[src/rtl/rf_writeback_unit.sv]
// Register file writer: merges single-cycle ALU results with buffered, pre-formatted
// load responses and drives one registered write per cycle (also exported as bypass).
module rf_writeback_unit #(
   parameter int LD_FIFO_DEPTH = 2,
   parameter int AGE_MAX       = 4
) (
   input  logic        clk,
   input  logic        rst,
   input  logic        alu_valid,
   output logic        alu_ready,
   input  logic [4:0]  alu_rd,
   input  logic [31:0] alu_data,
   input  logic        ld_valid,
   output logic        ld_ready,
   input  logic [4:0]  ld_rd,
   input  logic [2:0]  ld_funct3,
   input  logic [1:0]  ld_addr_lo,
   input  logic [31:0] ld_rdata,
   output logic        ld_err,
   output logic [4:0]  rf_waddr,
   output logic [31:0] rf_wdata,
   output logic        rf_wen,
   output logic        byp_valid,
   output logic [4:0]  byp_addr,
   output logic [31:0] byp_data
);

   localparam int PW = $clog2(LD_FIFO_DEPTH);
   localparam int CW = $clog2(LD_FIFO_DEPTH + 1);
   localparam int AW = $clog2(AGE_MAX + 1);
   localparam logic [CW-1:0] FULL_CNT = CW'(LD_FIFO_DEPTH);
   localparam logic [AW-1:0] AGE_LIM  = AW'(AGE_MAX);

   // Illegal load encodings are still written, formatted as a full word.
   function automatic logic load_illegal(input logic [2:0] f3);
      case (f3)
         3'b000, 3'b001, 3'b010, 3'b100, 3'b101: load_illegal = 1'b0;
         default:                                load_illegal = 1'b1;
      endcase
   endfunction

   function automatic logic [31:0] fmt_load(input logic [2:0]  f3,
                                            input logic [1:0]  lo,
                                            input logic [31:0] w);
      logic signed [7:0]  b;
      logic signed [15:0] h;
      logic signed [31:0] b_ext;
      logic signed [31:0] h_ext;
      b     = w[{lo, 3'b000} +: 8];
      h     = lo[1] ? w[31:16] : w[15:0];
      b_ext = 32'(b);
      h_ext = 32'(h);
      case (f3)
         3'b000:  fmt_load = b_ext;
         3'b001:  fmt_load = h_ext;
         3'b100:  fmt_load = {24'd0, b};
         3'b101:  fmt_load = {16'd0, h};
         default: fmt_load = w;
      endcase
   endfunction

   logic [4:0]    fifo_rd   [LD_FIFO_DEPTH];
   logic [31:0]   fifo_data [LD_FIFO_DEPTH];
   logic [PW-1:0] wptr;
   logic [PW-1:0] rptr;
   logic [CW-1:0] count;
   logic [AW-1:0] age;

   logic          empty;
   logic          full;
   logic          force_ld;
   logic          alu_sel;
   logic          pop;
   logic          push;
   logic [31:0]   ld_fmt_p0;

   logic [4:0]    waddr_p1;
   logic [31:0]   wdata_p1;
   logic          vld_p1;
   logic          err_p1;

   // Stage p0: handshake, arbitration and load formatting
   always_comb begin
      empty     = (count == '0);
      full      = (count == FULL_CNT);
      force_ld  = !empty && (full || age == AGE_LIM);
      alu_sel   = alu_valid && !force_ld;
      pop       = !alu_sel && !empty;
      push      = ld_valid && !full;
      ld_fmt_p0 = fmt_load(ld_funct3, ld_addr_lo, ld_rdata);
   end

   assign alu_ready = !force_ld;
   assign ld_ready  = !full;

   always_ff @(posedge clk) begin
      if (push) begin
         fifo_rd[wptr]   <= ld_rd;
         fifo_data[wptr] <= ld_fmt_p0;
      end
   end

   // Stage p1: registered write port
   always_ff @(posedge clk or posedge rst) begin
      if (rst) begin
         wptr     <= '0;
         rptr     <= '0;
         count    <= '0;
         age      <= '0;
         err_p1   <= 1'b0;
         vld_p1   <= 1'b0;
         waddr_p1 <= '0;
         wdata_p1 <= '0;
      end else begin
         if (push) wptr <= wptr + PW'(1);
         if (pop)  rptr <= rptr + PW'(1);
         case ({push, pop})
            2'b10:   count <= count + CW'(1);
            2'b01:   count <= count - CW'(1);
            default: count <= count;
         endcase
         if (empty || pop)      age <= '0;
         else if (age != AGE_LIM) age <= age + AW'(1);
         err_p1 <= push && load_illegal(ld_funct3);
         if (alu_sel) begin
            waddr_p1 <= alu_rd;
            wdata_p1 <= alu_data;
            vld_p1   <= (alu_rd != 5'd0);
         end else if (pop) begin
            waddr_p1 <= fifo_rd[rptr];
            wdata_p1 <= fifo_data[rptr];
            vld_p1   <= (fifo_rd[rptr] != 5'd0);
         end else begin
            vld_p1   <= 1'b0;
         end
      end
   end

   assign rf_waddr  = waddr_p1;
   assign rf_wdata  = wdata_p1;
   assign rf_wen    = vld_p1;
   assign ld_err    = err_p1;
   assign byp_valid = vld_p1;
   assign byp_addr  = waddr_p1;
   assign byp_data  = wdata_p1;

endmodule

[config.mk]
export PLATFORM = sky130hd
export DESIGN_NAME = rf_writeback_unit
export DESIGN_NICKNAME = d
export VERILOG_FILES = /design/src/rtl/rf_writeback_unit.sv
export SDC_FILE = /design/constraint.sdc
export NUM_CORES = 1
export LEC_CHECK = 0
export ABC_AREA = 1
export CAP_MARGIN = 20
export CORE_UTILIZATION = 36
export CTS_CLUSTER_DIAMETER = 200
export DETAILED_ROUTE_END_ITERATION = 6
export GPL_TIMING_DRIVEN = 0
export HOLD_SLACK_MARGIN = 0.02
export PLACE_DENSITY = 0.74
export SLEW_MARGIN = 10
export SYNTH_ARGS = -nofsm -noshare
export SYNTH_HDL_FRONTEND = slang
export SYNTH_SLANG_ARGS = --single-unit
[constraint.sdc]
create_clock -name clk -period 3.5 [get_ports clk]
set_clock_uncertainty 0.1 [all_clocks]
set_input_delay 0.7 -clock clk [delete_from_list [all_inputs] [get_ports clk]]
set_output_delay 0.7 -clock clk [all_outputs]
set_load 0.03 [all_outputs]
==> run summary, run 1 <==
CP delay by family, top: buffers and inverters
Cell-internal power: 0.00468 W
HPWL after DPL: 12500 um
Worst path required time: 2.70 ns
Yosys warning count: 0
Drt drc: 0
Critical path depth in cells: 7
DRT Wirelength: 16900 um
Initial antenna violation count: 0
Via count: 5523
Sink Count: 120
RSZ-0062 raised after global routing: no
Mapped Area: 0.00612 sq mm
Final hold violation count: 0
Post-cts resize count: 0
H-tree Lvls: 4
Post-CTS Setup Inserts: 0
Die area: 0.0175 sq mm
Max-cap violation count: 0
WHS Endpoint: byp_addr[2]$_DFFE_PP0P_
Slew HR: 60.8%
Max incr delay on CP: 0.66 ns
CTS tree: done
Remaining global-route overflow: 0
WHS: 0.403 ns
Slowest CP cell: clkdlybuf4s50_1
Clock Power Share: 21.6%
Sw Pwr: 0.00317 W
Synth unique cells: 26
Worst hold path cell count: 2
Final Non-Filler Cells: 1134
I/O pin cnt: 162
Synth Area in Adders: 0.613%
Die height: 132 um
Inst Count DP: 1101
Buffers on Ports: 161
Initial DRC count: 396
Switching Share: 40.4%
Largest net degree at the start of global routing: 27
Via/cell ratio: 4.87
Die width: 132 um
Initial core utilization: 36.9%
Mux cell area share after synthesis: 0%
Worst Setup SP: age[0]$_DFFE_PP0P_
Most numerous cell on the critical path: inv_1
Synth top area share: 36.3%
Syn_area_per_cell: 8.54 sq um
R2R cell count: 10
Synth Area in XOR/XNOR: 0.572%
CTS Hold Buffers Added: 0
Clock Tree Buf Depth: 2
Layout area overhead: 41.8%
Net Count, Synth: 803
Reg-to-reg slack, setup: 1.43 ns
Compound-Gate Fraction of Synth Area: 4.82%
Critical path endpoint category: output pin
Number of global-route vias before repair: 5301
Share of layout cells above drive strength 1: 11.2%
Drt pass-1 iters: 5
Critical R2R Capture: count[1]$_DFFE_PP0P_
WL/cell: 14.9 um
Largest family of logic cells by synthesized area: simple AND/OR/NAND/NOR gates
Critical Path Fanout Max: 10
Routability Congestion: 0.918
Crit path cell chain: inv_1, ha_1, nand3_1, clkbuf_1, nand2_1, inv_1, clkdlybuf4s50_1
Power consumption: 0.00785 W
Peak Freq: 314 MHz
Sequential share of power: 29.4%
Core Region: 0.0166 sq mm
Final period util: 91.1%
Startpoint types: flop
Status: finished clean
Root buf cell: clkbuf_16
Synth area leaders: edfxtp_1 (36%), dfrtp_1 (19%), nand2_1 (13%)
First-pass GRT wire length: 26900 um
Reg clk slew, reported paths: 0.06 ns
Power per cell area: 904 mW/mm^2
Final number of setup-violating endpoints: 0
Seq/Total Area, Yosys: 55.1%
Crit Path Class: reg -> out
Combinational power share: 49.0%
Worst vdd ir: 0.457 mV
Static Leak: 3.89 nW
Hold WC Path Type: reg -> reg
Arrival @ worst endpoint: 2.39 ns
GRT Overall Usage: 19.8%
Yosys top cell by area: edfxtp_1
Max-slew violation count: 0
Antenna Nets Post-Route: 0
CP bufs+invs: 4
Simple-gate portion of the synthesized area: 26.2%
Cells after synthesis: 717
Yosys reg bits: 120
Fin nets: 986
Hold wc startpoint: byp_addr[2]$_DFFE_PP0P_
Row count: 47
TritonCTS buffer count: 17
Worst Tran Pin Value: 0.586 ns
Latest clock arrival within the worst-skew pair: 0.41 ns
RR Startpoint: age[0]$_DFFE_PP0P_
Minimum clock period: 3.19 ns
flip-flops by register name, summed over array words and instances, names as in the netlist, 2 cells and up:
register / count
age: 3
byp_addr: 5
byp_data: 32
count: 2
fifo_data: 64
fifo_rd: 10
cells in the final DEF (no fill, tap or decap), types with 15 or more instances in the layout:
cell	Yosys	layout
nand3_1	47	47
buf_4	42	42
clkbuf_1	13	15
nand2_1	208	208
o21ai_0	33	33
dfrtp_1	46	46
clkdlybuf4s50_1	0	161
inv_1	76	75
nand4_1	38	38
clkbuf_16	0	17
edfxtp_1	74	74
nor2_1	80	78
area by class of cell:
cell class | instances | area, sq um
inverter | 79 | 297
clock buffer | 19 | 433
antenna | 1 | 2.50
buffer | 76 | 483
clock inverter | 13 | 148
sequential | 120 | 3370
fill | 1499 | 7900
multi-input combinational | 442 | 1990
timing repair buffer | 164 | 1690
tap | 220 | 275
power groups by stage:
stage	registers, W	logic [W]	clock network (W)
6_report	0.00231	0.00385	0.00170
3_3_place_gp	0.00233	0.00372	0
3_5_place_dp	0.00233	0.00384	0
2_1_floorplan	0.00273	0.00191	0
4_1_cts	0.00231	0.00387	0.00171
5_1_grt	0.00236	0.00411	0.00176
cells in the mapped netlist:
library cell  number
edfxtp_1          74
xor2_1             1
o21ai_0           33
nor3_1             2
nor3b_1            1
clkbuf_1          13
buf_4             42
nand3_1           47
buf_6              3
nand4_1           38
ha_1               3
buf_2             14
nor2_1            80
a21oi_1            6
nand3_2            2
dfrtp_1           46
buf_1              4
o21bai_1           1
xnor2_1            3
inv_2              3
or2_2              1
inv_1             76
o211ai_1           7
nand2_2            1
nand2_1          208
o21ai_1            8
worst register-to-register path, cell delays in order (launching register included):
cell and delay [ns]:
dfrtp_1 0.39, inv_1 0.06, ha_1 0.19, nand3_1 0.12, nand3_2 0.15, nand2_1 0.15
inv_1 0.08, ha_1 0.33, a21oi_1 0.12, o21ai_0 0.12, xnor2_1 0.14
stage by stage:
| stage | utilization [%] | instance area [sq um] | setup TNS, ns | setup slack [ns] |
|---|---|---|---|---|
| after floorplan | - | 6120 | 0 | 0.577 |
| after CTS | 52.4 | 8680 | 0 | 0.307 |
| final | 52.4 | 8680 | 0 | 0.312 |
| after global placement | 48.3 | 8010 | -63.78 | -0.877 |
| after detailed placement | 48.9 | 8100 | 0 | 0.761 |
| after global routing | 52.4 | 8680 | 0 | 0.199 |
cell families (layout without fill, tap and decap cells):
logic type / after synthesis / count (layout)
and+or+nand+nor: 380 / 380
buffers and inverters: 155 / 351
adders and majority gates: 3 / 3
other: 0 / 1
DFF: 120 / 120
AOI/OAI and AO/OA: 55 / 55
xor gates and xnor gates: 4 / 4
how the worst max path moves through the flow:
stage / to
6_report: alu_ready
5_1_grt: alu_ready
4_1_cts: alu_ready
3_5_place_dp: alu_ready
3_3_place_gp: fifo_data[1][5]$_DFFE_PP_
2_1_floorplan: fifo_data[1][0]$_DFFE_PP_
per-layer routing:
metal | vias up | wire, um | global-route usage (%)
met5 | - | 0 | 0
met4 | 0 | 348 | 7.73
met3 | 27 | 1200 | 4.67
met2 | 251 | 8160 | 32.9
met1 | 2581 | 7180 | 25.0
li1 | 2664 | - | -
Note: power is estimated with default switching activity, not from simulation.
==> inputs of run 2 (changes only) <==
- CORE_ASPECT_RATIO: not set -> 1.1
==> run 2 against run 1 <==
Compared with the run above:
- clock-buffer cell count decreased by 1
- maximum frequency increased by 0.54%
- first-iteration DRC count increased by 11%
- routed wire length decreased by 4.3%
- final cell count decreased by 1.5%
- die area about the same
- power decreased by 0.24%
- largest power group unchanged
==> run summary, run 2 (same netlist as run 1, synthesis figures left out) <==
CTS tree: done (unchanged)
Die width: 126 um (was 132 um)
Hold WC Path Type: reg -> reg (unchanged)
Minimum clock period: 3.17 ns (was 3.19 ns)
Antenna diodes: 0 (was 1)
Slowest CP cell: clkdlybuf4s50_1 (unchanged)
Fin util: 52.6% (was 52.4%)
Core Region: 0.0165 sq mm (was 0.0166 sq mm)
Filler cells: 1460 (was 1499)
Initial antenna violation count: 0 (unchanged)
Clock Tree Buf Depth: 2 (unchanged)
Antenna Nets Post-Route: 0 (unchanged)
Top reg by flops: fifo_data (unchanged)
Startpoint types: flop (unchanged)
Remaining global-route overflow: 0 (unchanged)
R2R cell count: 10 (unchanged)
Initial DRC count: 439 (was 396)
Die height: 139 um (was 132 um)
Worst hold path cell count: 1 (was 2)
Via/cell ratio: 4.80 (was 4.87)
I/O pin cnt: 162 (unchanged)
Inst Count DP: 1085 (was 1101)
Die area: 0.0175 sq mm (about the same)
Reg-to-reg slack, setup: 1.46 ns (was 1.43 ns)
Number of global-route vias before repair: 5118 (was 5301)
RSZ-0062 raised after global routing: no (unchanged)
Final hold violation count: 0 (unchanged)
Static Leak: 3.89 nW (about the same)
Arrival @ worst endpoint: 2.37 ns (was 2.39 ns)
Drt drc: 0 (unchanged)
Post-CTS Setup Inserts: 0 (unchanged)
Commonest non-fill, non-tap cell in the layout: nand2_1 (unchanged)
Crit path cell chain: inv_1, ha_1, nand3_1, clkbuf_1, nand2_1, inv_1, clkdlybuf4s50_1 (unchanged)
WL/cell: 14.5 um (was 14.9 um)
Drt pass-1 iters: 5 (unchanged)
GRT Overall Usage: 19.3% (was 19.8%)
Sink Count: 120 (unchanged)
Status: finished clean (unchanged)
Row count: 49 (was 47)
Setup tns final: 0 ns (unchanged)
Max-slew violation count: 0 (unchanged)
Critical path endpoint category: output pin (unchanged)
Reg clk slew, reported paths: 0.05 ns (was 0.06 ns)
Post-cts resize count: 0 (unchanged)
DRT Wirelength: 16200 um (was 16900 um)
Peak Freq: 315 MHz (was 314 MHz)
Worst vdd ir: 0.397 mV (was 0.457 mV)
Worst Tran Pin Value: 0.628 ns (was 0.586 ns)
Root buf cell: clkbuf_16 (unchanged)
Max-cap violation count: 0 (unchanged)
Fin nets: 986 (unchanged)
Max reg flops: 64 (unchanged)
Final Non-Filler Cells: 1117 (was 1134)
Crit Path Class: reg -> out (unchanged)
Power per cell area: 903 mW/mm^2 (was 904 mW/mm^2)
Buffers on Ports: 161 (unchanged)
Largest net degree at the start of global routing: 25 (was 27)
Final number of setup-violating endpoints: 0 (unchanged)
Layout area overhead: 41.6% (was 41.8%)
TritonCTS buffer count: 17 (unchanged)
CTS Hold Buffers Added: 0 (unchanged)
Slew HR: 58.1% (was 60.8%)
Critical Path Fanout Max: 10 (unchanged)
Via count: 5365 (was 5523)
HPWL after DPL: 12200 um (was 12500 um)
Routability Congestion: 0.931 (was 0.918)
First-pass GRT wire length: 26000 um (was 26900 um)
Max incr delay on CP: 0.66 ns (about the same)
Most frequent cells in the layout: nand2_1 (208), clkdlybuf4s50_1 (161), nor2_1 (78), inv_1 (75), edfxtp_1 (74) (unchanged)
Initial core utilization: 37.1% (was 36.9%)
Share of layout cells above drive strength 1: 11.2% (unchanged)
Worst path required time: 2.70 ns (about the same)
Latest clock arrival within the worst-skew pair: 0.41 ns (about the same)
H-tree Lvls: 4 (unchanged)
Final period util: 90.6% (was 91.1%)
Most numerous cell on the critical path: inv_1 (unchanged)
==> run 2: cell count changes in the layout (fill, tap and decap cells not counted) <==
cell        change
clkbuf_1        -2
clkbuf_8        +1
clkinv_1        +2
clkinv_2        -1
clkinv_4        -1
clkinvlp_4      +1
diode_2         -1
==> run 2: final cells by class <==
type                    count  area (sq um)  area share, %
multi-input cells         442          1990           22.9
plain buffers              76           483           5.57
repair buffers            164          1690           19.5
clock buffers              18           439           5.07
clock inverters            14           149           1.72
well taps                 204           255           2.94
inverters                  79           297           3.42
flip-flops and latches    120          3370           38.9
==> run 2: worst paths after layout <==
kind / startpoint / endpoint
min in group asynchronous: rst / byp_data[3]$_DFFE_PP0P_
worst min register to register: age[0]$_DFFE_PP0P_ / age[0]$_DFFE_PP0P_
worst min-delay path: age[0]$_DFFE_PP0P_ / age[0]$_DFFE_PP0P_
worst max register to register: age[0]$_DFFE_PP0P_ / count[1]$_DFFE_PP0P_
max in group asynchronous: rst / byp_data[19]$_DFFE_PP0P_
worst max-delay path: age[0]$_DFFE_PP0P_ / alu_ready
==> run 2: worst max-delay path: cells and delay by family, from the launching register on <==
kind                       cells  cell delay, ns
adders and majority gates      1            0.19
buffers and inverters          4            1.19
DFF                            1            0.37
and+or+nand+nor                2            0.21
==> run 2: per-stage QoR <==
| step | cell area (sq um) | power [W] | setup WS [ns] | hold slack (ns) |
|---|---|---|---|---|
| floorplan | 6120 | 0.00464 | 0.577 | 0.343 |
| global route | 8670 | 0.00823 | 0.161 | 0.419 |
| CTS | 8670 | 0.00786 | 0.306 | 0.386 |
| finish | 8670 | 0.00783 | 0.329 | 0.384 |
| global placement | 7990 | 0.00604 | -0.839 | 0.364 |
| detailed placement | 8080 | 0.00615 | 0.746 | 0.377 |
==> run 2: metal layers <==
layer	vias to the layer above	track usage (%)	routed length, um
li1	2664	-	-
met1	2465	24.4	7040
met2	211	32.1	7820
met3	25	4.40	981
met4	0	6.98	316
met5	-	0	0
==> run 2: power by group <==
| group | switching [W] | internal [W] |
|---|---|---|
| combinational | 0.00222 | 0.00160 |
| clock | 0.000638 | 0.00107 |
| sequential | 0.000283 | 0.00203 |
==> inputs of run 3 (changes only) <==
- GPL_TIMING_DRIVEN: 0 -> not set
==> run 3 against run 2 <==
Compared with the run above:
- flip-flop and latch count unchanged
- highest routed layer unchanged
- utilization down 2.6 points
- non-clock buffer count down 66
- clock power up 4%
- register-to-register slack worse by 0.36 ns
- sequential share of layout area up 2.0 points
- combinational power down 11%
- worst hold slack better by 0.012 ns
==> run summary, run 3 (same netlist as run 1, synthesis figures left out) <==
Fin nets: 920 (was 986)
Initial antenna violation count: 0 (unchanged)
Crit Path Class: reg -> out (unchanged)
Slew HR: 38.3% (was 58.1%)
Number of global-route vias before repair: 4970 (was 5118)
Most numerous cell on the critical path: inv_1 (unchanged)
Max-cap violation count: 0 (unchanged)
Minimum clock period: 2.84 ns (was 3.17 ns)
HPWL after DPL: 11100 um (was 12200 um)
Initial DRC count: 379 (was 439)
Post-CTS Setup Inserts: 0 (unchanged)
Worst vdd ir: 0.394 mV (was 0.397 mV)
H-tree Lvls: 4 (unchanged)
Worst path required time: 2.70 ns (about the same)
Layout area overhead: 34.5% (was 41.6%)
Latest clock arrival within the worst-skew pair: 0.41 ns (about the same)
Via count: 5153 (was 5365)
Static Leak: 3.65 nW (was 3.89 nW)
Routability Congestion: 0.875 (was 0.931)
Placed inst area: 0.00761 sq mm (was 0.00808 sq mm)
Post-route cell area: 0.00824 sq mm (was 0.00867 sq mm)
CTS Hold Buffers Added: 0 (unchanged)
Crit path cell chain: inv_1, nand2_2, nand2_1, inv_1, clkdlybuf4s50_1 (was inv_1, ha_1, nand3_1, clkbuf_1, nand2_1, inv_1, clkdlybuf4s50_1)
Setup tns final: 0 ns (unchanged)
Die width: 126 um (unchanged)
Hold WC Path Type: reg -> reg (unchanged)
Drt pass-1 iters: 5 (unchanged)
Filler cells: 1472 (was 1460)
Core Region: 0.0165 sq mm (unchanged)
Power per cell area: 907 mW/mm^2 (was 903 mW/mm^2)
Max-slew violation count: 0 (unchanged)
Most frequent cells in the layout: nand2_1 (208), clkdlybuf4s50_1 (161), nor2_1 (78), inv_1 (75), edfxtp_1 (74) (unchanged)
Die area: 0.0175 sq mm (unchanged)
Min setup slack post-route: 0.658 ns (was 0.329 ns)
First-pass GRT wire length: 25800 um (was 26000 um)
Final number of setup-violating endpoints: 0 (unchanged)
CTS tree: done (unchanged)
Share of layout cells above drive strength 1: 6.38% (was 11.2%)
Root buf cell: clkbuf_16 (unchanged)
Worst Tran Pin Value: 0.924 ns (was 0.628 ns)
Commonest non-fill, non-tap cell in the layout: nand2_1 (unchanged)
Antenna diodes: 0 (unchanged)
Largest net degree at the start of global routing: 47 (was 25)
Startpoint types: flop (unchanged)
DRT Wirelength: 16000 um (was 16200 um)
Clock Tree Buf Depth: 2 (unchanged)
Peak Freq: 352 MHz (was 315 MHz)
Antenna Nets Post-Route: 0 (unchanged)
WHS: 0.396 ns (was 0.384 ns)
Top reg by flops: fifo_data (unchanged)
Critical Path Fanout Max: 19 (was 10)
I/O pin cnt: 162 (unchanged)
Buffers on Ports: 161 (unchanged)
Final hold violation count: 0 (unchanged)
Slowest CP cell: clkdlybuf4s50_1 (unchanged)
Max incr delay on CP: 0.66 ns (about the same)
Initial core utilization: 37.1% (unchanged)
Post-cts resize count: 0 (unchanged)
Final period util: 81.2% (was 90.6%)
Dpl ws: 0.793 ns (was 0.746 ns)
Row count: 49 (unchanged)
Status: finished clean (unchanged)
Die height: 139 um (unchanged)
Arrival @ worst endpoint: 2.04 ns (was 2.37 ns)
GRT Overall Usage: 19.0% (was 19.3%)
Reg clk slew, reported paths: 0.06 ns (was 0.05 ns)
RSZ-0062 raised after global routing: no (unchanged)
Max reg flops: 64 (unchanged)
Remaining global-route overflow: 0 (unchanged)
Drt drc: 0 (unchanged)
Sink Count: 120 (unchanged)
TritonCTS buffer count: 17 (unchanged)
Via/cell ratio: 4.90 (was 4.80)
WL/cell: 15.2 um (was 14.5 um)
Critical path endpoint category: output pin (unchanged)
run 3: cell count changes in the layout (fill, tap and decap cells not counted), sizes merged:
cell / change
buf: -53
clkbuf: -14
clkinv: +2
bufinv: +1
clkinvlp: -1
inv: -1
run 3: power by group:
part           internal [W]  switching (W)  total, W  leakage [nW]
Clock               0.00112       0.000643   0.00176         0.283
Sequential          0.00203       0.000275   0.00230          1.23
Combinational       0.00127        0.00214   0.00341          2.14
Total               0.00442        0.00306   0.00747          3.65
run 3: worst paths after layout:
kind | from | endpoint | slack (ns) | cells after the start
worst max-delay path | count[0]$_DFFE_PP0P_ | alu_ready | 0.66 | 5
worst min-delay path | byp_addr[3]$_DFFE_PP0P_ | byp_addr[3]$_DFFE_PP0P_ | 0.40 | 2
worst max register to register | age[0]$_DFFE_PP0P_ | count[1]$_DFFE_PP0P_ | 1.10 | 11
worst min register to register | byp_addr[3]$_DFFE_PP0P_ | byp_addr[3]$_DFFE_PP0P_ | 0.40 | 2
max in group asynchronous | rst | byp_data[19]$_DFFE_PP0P_ | 2.25 | 3
min in group asynchronous | rst | byp_addr[2]$_DFFE_PP0P_ | 0.54 | 2
run 3: layout make-up:
class	count	area (sq um)	share of cell area [%]
well taps	204	255	3.10
repair buffers	174	1720	20.9
clock buffers	17	425	5.16
multi-input cells	442	1990	24.1
inverters	79	297	3.60
clock inverters	15	178	2.16
flip-flops and latches	120	3370	41.0
run 3: routing by layer:
layer  vias to the layer above  track usage (%)  wire length [um]
met5                         -                0                 0
met3                        22             4.48              1070
li1                       2523                -                 -
met1                      2384             24.5              6870
met4                         0             6.72               291
met2                       224             31.1              7790
run 3: critical path, delay by kind of cell (launching register included):
kind,cells,cell delay [ns]
simple gates,2,0.40
flops,1,0.43
buf+inv,3,0.80
run 3: per-stage QoR:
stage / power (W) / std cells / utilization [%]
finish: 0.00747 / 1051 / 49.9
global route: 0.00786 / 1051 / 49.9
CTS: 0.00752 / 1050 / 49.8
detailed placement: 0.00574 / 1018 / 46.2
global placement: 0.00568 / 1018 / 46.2
floorplan: 0.00464 / 717 / -
